`config.mk`:
```
export PLATFORM = sky130hd
export DESIGN_NAME = shift_seq_ctrl
export DESIGN_NICKNAME = d
export VERILOG_FILES = /design/src/rtl/shift_seq_ctrl.sv
export SDC_FILE = /design/constraint.sdc
export NUM_CORES = 1
export LEC_CHECK = 0
export CORE_ASPECT_RATIO = 0.9
export CORE_UTILIZATION = 44
export DETAILED_ROUTE_END_ITERATION = 10
export PLACE_DENSITY = 0.73
export SYNTH_ARGS = -nofsm -noshare
export SYNTH_HDL_FRONTEND = slang
export SYNTH_SLANG_ARGS = --single-unit
```
`constraint.sdc`:
```
create_clock -name clk -period 3.3 [get_ports clk]
set_clock_uncertainty 0.1 [all_clocks]
set_input_delay 0.33 -clock clk [delete_from_list [all_inputs] [get_ports clk]]
set_output_delay 0.33 -clock clk [all_outputs]
set_load 0.01 [all_outputs]
```
`src/rtl/shift_seq_ctrl.sv`:
```
// Iterative shift sequencer for the EX stage. It executes SLL/SRL/SRA and their variable
// forms at up to STEP bit positions per clock, stalls via busy and pulses done with the result.
module shift_seq_ctrl #(
  parameter int STEP = 4
) (
  input  logic        clk,
  input  logic        reset,
  input  logic        start,
  input  logic        flush,
  input  logic [5:0]  Signal,
  input  logic [31:0] in,
  input  logic [31:0] shamt,
  output logic [31:0] out,
  output logic        busy,
  output logic        done,
  output logic        err
);

  typedef enum logic [1:0] {
    ST_IDLE  = 2'd0,
    ST_SHIFT = 2'd1,
    ST_DONE  = 2'd2
  } state_e;

  typedef enum logic [1:0] {
    OP_SLL = 2'd0,
    OP_SRL = 2'd1,
    OP_SRA = 2'd2
  } op_e;

  localparam logic [4:0] STEP_W = 5'(STEP);

  // Bit 2 flags a supported funct; bits 1:0 carry the shift kind.
  function automatic logic [2:0] decode_op(input logic [5:0] funct);
    logic [2:0] res;
    case (funct)
      6'b000000, 6'b000100: res = {1'b1, OP_SLL};
      6'b000010, 6'b000110: res = {1'b1, OP_SRL};
      6'b000011, 6'b000111: res = {1'b1, OP_SRA};
      default:              res = {1'b0, OP_SLL};
    endcase
    return res;
  endfunction

  function automatic logic [31:0] shift_step(input logic [31:0] d, input op_e op,
                                             input logic s, input logic [4:0] amt);
    logic [31:0] fill;
    logic [31:0] res;
    fill = s ? ~(32'hFFFF_FFFF >> amt) : 32'h0000_0000;
    case (op)
      OP_SLL:  res = d << amt;
      OP_SRL:  res = d >> amt;
      OP_SRA:  res = (d >> amt) | fill;
      default: res = d;
    endcase
    return res;
  endfunction

  state_e      state_q, state_d;
  op_e         op_q, op_d;
  logic [31:0] data_q, data_d;
  logic [4:0]  cnt_q, cnt_d;
  logic        sign_q, sign_d;
  logic        err_q, err_d;
  logic        busy_q, busy_d;
  logic        done_q, done_d;

  logic [4:0]  step_s;
  logic [2:0]  dec_s;
  logic [31:0] shifted_s;
  logic        unused_shamt_s;

  assign unused_shamt_s = ^shamt[31:5];
  assign dec_s          = decode_op(Signal);
  assign step_s         = (cnt_q < STEP_W) ? cnt_q : STEP_W;
  assign shifted_s      = shift_step(data_q, op_q, sign_q, step_s);

  // Next-state and datapath update; flush overrides everything except reset.
  always_comb begin
    state_d = state_q;
    data_d  = data_q;
    cnt_d   = cnt_q;
    op_d    = op_q;
    sign_d  = sign_q;
    err_d   = err_q;
    if (flush) begin
      state_d = ST_IDLE;
      err_d   = 1'b0;
    end else begin
      case (state_q)
        ST_IDLE: begin
          if (start) begin
            data_d = in;
            cnt_d  = shamt[4:0];
            op_d   = op_e'(dec_s[1:0]);
            sign_d = in[31];
            err_d  = ~dec_s[2];
            if (!dec_s[2] || (shamt[4:0] == 5'd0)) begin
              state_d = ST_DONE;
            end else begin
              state_d = ST_SHIFT;
            end
          end else begin
            state_d = ST_IDLE;
          end
        end
        ST_SHIFT: begin
          data_d = shifted_s;
          cnt_d  = cnt_q - step_s;
          if (cnt_d == 5'd0) begin
            state_d = ST_DONE;
          end else begin
            state_d = ST_SHIFT;
          end
        end
        ST_DONE: begin
          state_d = ST_IDLE;
        end
        default: begin
          state_d = ST_IDLE;
        end
      endcase
    end
    busy_d = (state_d != ST_IDLE);
    done_d = (state_d == ST_DONE);
  end

  // State and output registers with asynchronous active-low reset.
  always_ff @(posedge clk or negedge reset) begin
    if (!reset) begin
      state_q <= ST_IDLE;
      op_q    <= OP_SLL;
      data_q  <= 32'h0000_0000;
      cnt_q   <= 5'd0;
      sign_q  <= 1'b0;
      err_q   <= 1'b0;
      busy_q  <= 1'b0;
      done_q  <= 1'b0;
    end else begin
      state_q <= state_d;
      op_q    <= op_d;
      data_q  <= data_d;
      cnt_q   <= cnt_d;
      sign_q  <= sign_d;
      err_q   <= err_d;
      busy_q  <= busy_d;
      done_q  <= done_d;
    end
  end

  assign out  = data_q;
  assign busy = busy_q;
  assign done = done_q;
  assign err  = err_q;

endmodule

```
==> impl_metrics.py <==
metrics = {
    "run_status": {
        "outcome": "finished clean",
    },
    "clocking": {
        "post-cts-setup-buffers": 0,
        "cts_max_path_buffers": 2,
        "htree_num_levels": 2,
        "clk-insertion-delay-late_ps": 300,
        "clock_tree.root_cell": "clkbuf_8",
        "cts_num_sinks": 45,
        "holdBufCountCts": 0,
        "worst_setup_hold_path_clk_slew_ps": 100,
        "numCtsBuffers": 5,
        "cts_resized": 0,
        "tritoncts": "built",
    },
    "critical_path": {
        "critical-path-slowest-cell": "or4b_1",
        "critical_path.n_buffers_inverters": 1,
        "timing.critical_path.from": "cnt_q[4]",
        "critical_path.reg2reg.startpoint": "cnt_q[4]",
        "cp_data_required_time_ps": 3380,
        "worst-endpoint-arrival_ps": 2850,
        "crit_chain": "or4b_1 > buf_4 > mux4_2 > mux2_2 > o2111ai_1 > nand4_1",
        "timing.setup.critical_path_class": "flop to flop",
        "regToRegSetupSlack_ps": 530,
        "critPathLaunchType": "flop",
        "worst-path-max-fanout": 12,
        "timing.critical_path.slowest_cell_delay_ps": 810,
        "critPathCaptureType": "flop",
        "critPathTopFamily": "simple AND/OR/NAND/NOR gates",
    },
    "synth": {
        "yosysWarnings": 0,
        "number_of_flops_mapped_to_enable_cells_by_yosys": 0,
        "synth_top_family_by_area": "compound AO/OA/AOI/OAI gates",
        "postSynthRegisterBits": 45,
        "synth_compound_area_share_pct": 29.40,
        "netlist_area_um2": 4340,
        "ys_top_cells_by_area": "dfrtp_1 26%, nand2_1 8.5%, mux2i_1 6.5%",
        "synth-adder-area-share_pct": 1.441,
        "yosysUniqueCellTypes": 66,
        "synthCells": 563,
        "ys_dominant_reg_cell": "dfrtp_1",
        "mappedNetlistNets": 642,
        "synth.area.mux_share_pct": 12.68,
        "synth_simple_gate_area_share_pct": 23.98,
        "async_set_or_reset_flop_fraction_in_the_synthesized_netlist_pct": 100.0,
        "syn_avg_cell_area_um2": 7.709,
        "yosysSeqAreaShare_pct": 25.94,
        "synthDominantAreaCellType": "dfrtp_1",
        "area_share_of_xor_xnor_cells_in_the_synthesized_design_pct": 0.2018,
        "netlist.area_leader.share_pct": 25.94,
    },
    "route": {
        "drt.antenna.violating_nets": 0,
        "final_wl_um": 14820,
        "count_of_unresolved_drc_violations_after_routing": 0,
        "drtIter0Drc": 507,
        "route.detailed.vias_per_inst": 6.574,
        "dr_total_vias": 4917,
        "drtPass1Iterations": 5,
        "wire_per_inst_um": 19.81,
    },
    "global_routing": {
        "global_route.usage.met3_pct": 4.875,
        "global_route_wire_length_before_repair_um": 23690,
        "grt_max_degree": 46,
        "total_routing_usage_gr_pct": 29.03,
        "gr-total-overflow": 0,
        "grtUsageMet2_pct": 46.56,
        "global_route.usage.met1_pct": 40.33,
        "grt_pass1_vias": 4617,
        "grt-busiest-layer": "met2",
        "antenna_found_initial": 0,
    },
    "timing": {
        "setup_total_negative_slack_ps": 0,
        "worstMarginPinSlew_ps": 1053,
        "timing_max_transition_violations_final": 0,
        "final.setup.worst_slack_ps": 525.6,
        "count_of_final_setup_violators": 0,
        "slew_headroom_pct": 29.78,
        "finalHoldWorstSlack_ps": 113.0,
        "finalCriticalPeriod_ps": 2774,
        "fmax_mhz": 360.4,
        "fin_crit_sh_pct": 84.07,
        "hold_viol_final": 0,
        "unrepaired_setup_endpoints_after_global_routing": "no",
    },
    "floorplan": {
        "rows": 34,
        "die_area_um2": 10270,
        "floorplan.die.height_um": 96.23,
        "starting_density_of_the_core_pct": 45.15,
        "pin_count": 109,
        "core_area_um2": 9614,
        "fp.dieW_um": 106.7,
    },
    "pwr": {
        "p_leak_nw": 2.074,
        "power_report.internal_total_mw": 1.397,
        "power.density_cell_area_nw_per_um2": 443.7,
        "clockPowerShare_pct": 19.1,
        "power_switching_uw": 985.9,
        "sequential_fraction_of_design_power_pct": 37.6,
        "report.power.total_mw": 2.383,
        "netSwitchingFraction_pct": 41.37,
        "share_comb_of_total_power_pct": 43.2,
        "irDropWorstVdd_mv": 0.2326,
    },
    "flow_run": {
        "max_cap_viol_count": 0,
    },
    "placement": {
        "gp_congestion": 0.9570,
        "detailed_place_hpwl_um": 10140,
        "number_of_buffers_inserted_by_port_buffering": 80,
        "dpl.cell_count": 740,
        "place_ws_ps": 573.6,
    },
    "cells_and_area": {
        "area_growth_pct": 23.75,
        "antenna_cells_inserted": 0,
        "number_of_standard_cells_in_the_final_layout_excluding_fillers": 748,
        "nets": 700,
        "filler_cell_count": 908,
        "drive_gt1_share_pct": 9.325,
    },
    "min_path": {
        "hold_class": "input port to asynchronous set/reset pin",
    },
}
registers in the layout (all words and copies together), names as in the netlist:
signal and flops:
out 32, cnt_q 5, op_q 2, state_q 2, busy 1, done 1
err 1, sign_q 1
cell usage in the layout (no fill, tap or decap), drive strengths merged, types with 20 or more instances in the layout:
master         Yosys  layout
nand2             98      98
o21ai             21      21
a21oi             43      43
nor3              20      20
nor2              50      50
clkdlybuf4s50      0      79
nand3             22      22
buf               24      27
dfrtp             45      45
mux2i             28      28
cell families (layout without fill, tap and decap cells):
family	after synthesis	count (layout)
AOI/OAI and AO/OA	179	179
xor gates and xnor gates	1	1
adders and majority gates	5	5
buffers and inverters	64	123
DFF	45	45
muxes	43	43
other	2	2
and+or+nand+nor	224	224
through the flow:
| step | util (%) | area, um^2 |
|---|---|---|
| final | 55.87 | 5371 |
| after global routing | 55.87 | 5371 |
| after global placement | 54.66 | 5255 |
| after CTS | 55.87 | 5371 |
| after detailed placement | 54.66 | 5255 |
| after floorplan | - | 4340 |
synthesized netlist by cell type, types with 14 or more instances:
master,instances
a31oi_1,15
a211oi_1,14
dfrtp_1,45
nor3_1,19
clkbuf_1,31
mux2i_1,28
nand2_1,98
nand3_1,22
a21oi_1,43
nor2_1,50
buf_2,19
o21ai_0,20
worst register-to-register path, delay by kind of cell (launching register included):
kind                   cells  cell delay (ps)
AOI/OAI and AO/OA          1               80
buffers and inverters      1              280
DFF                        1              570
muxes                      2              690
and+or+nand+nor            2              930
routing by layer:
metal | vias to the layer above | wire length [um]
met5 | - | 0
met4 | 0 | 219
met3 | 32 | 1555
met2 | 327 | 6747
met1 | 2320 | 6298
li1 | 2238 | -
final timing paths:
kind | to | cells past startpoint
min reg2reg | err | 2
min | out[26] | 1
min in group clk | err | 2
max in group asynchronous | out[11] | 1
max | out[6] | 6
max reg2reg | out[6] | 6
power groups by stage:
stage / combinational, mW / clock (mW) / sequential (mW)
2_1_floorplan: 0.702 / 0 / 0.784
3_3_place_gp: 0.985 / 0 / 0.889
3_5_place_dp: 1.01 / 0 / 0.894
4_1_cts: 1.02 / 0.461 / 0.884
5_1_grt: 1.13 / 0.486 / 0.910
6_report: 1.03 / 0.456 / 0.897
area by class of cell:
class / instances / area, um^2 / area share (%)
Multi-Input combinational cell: 454 / 2947 / 54.86
Sequential cell: 45 / 1126 / 20.96
Timing Repair Buffer: 106 / 991.0 / 18.45
Tap cell: 126 / 157.7 / 2.935
Clock buffer: 7 / 86.33 / 1.607
Inverter: 9 / 33.78 / 0.6289
Clock inverter: 1 / 30.03 / 0.5590
(Power assumes the default switching activity.)
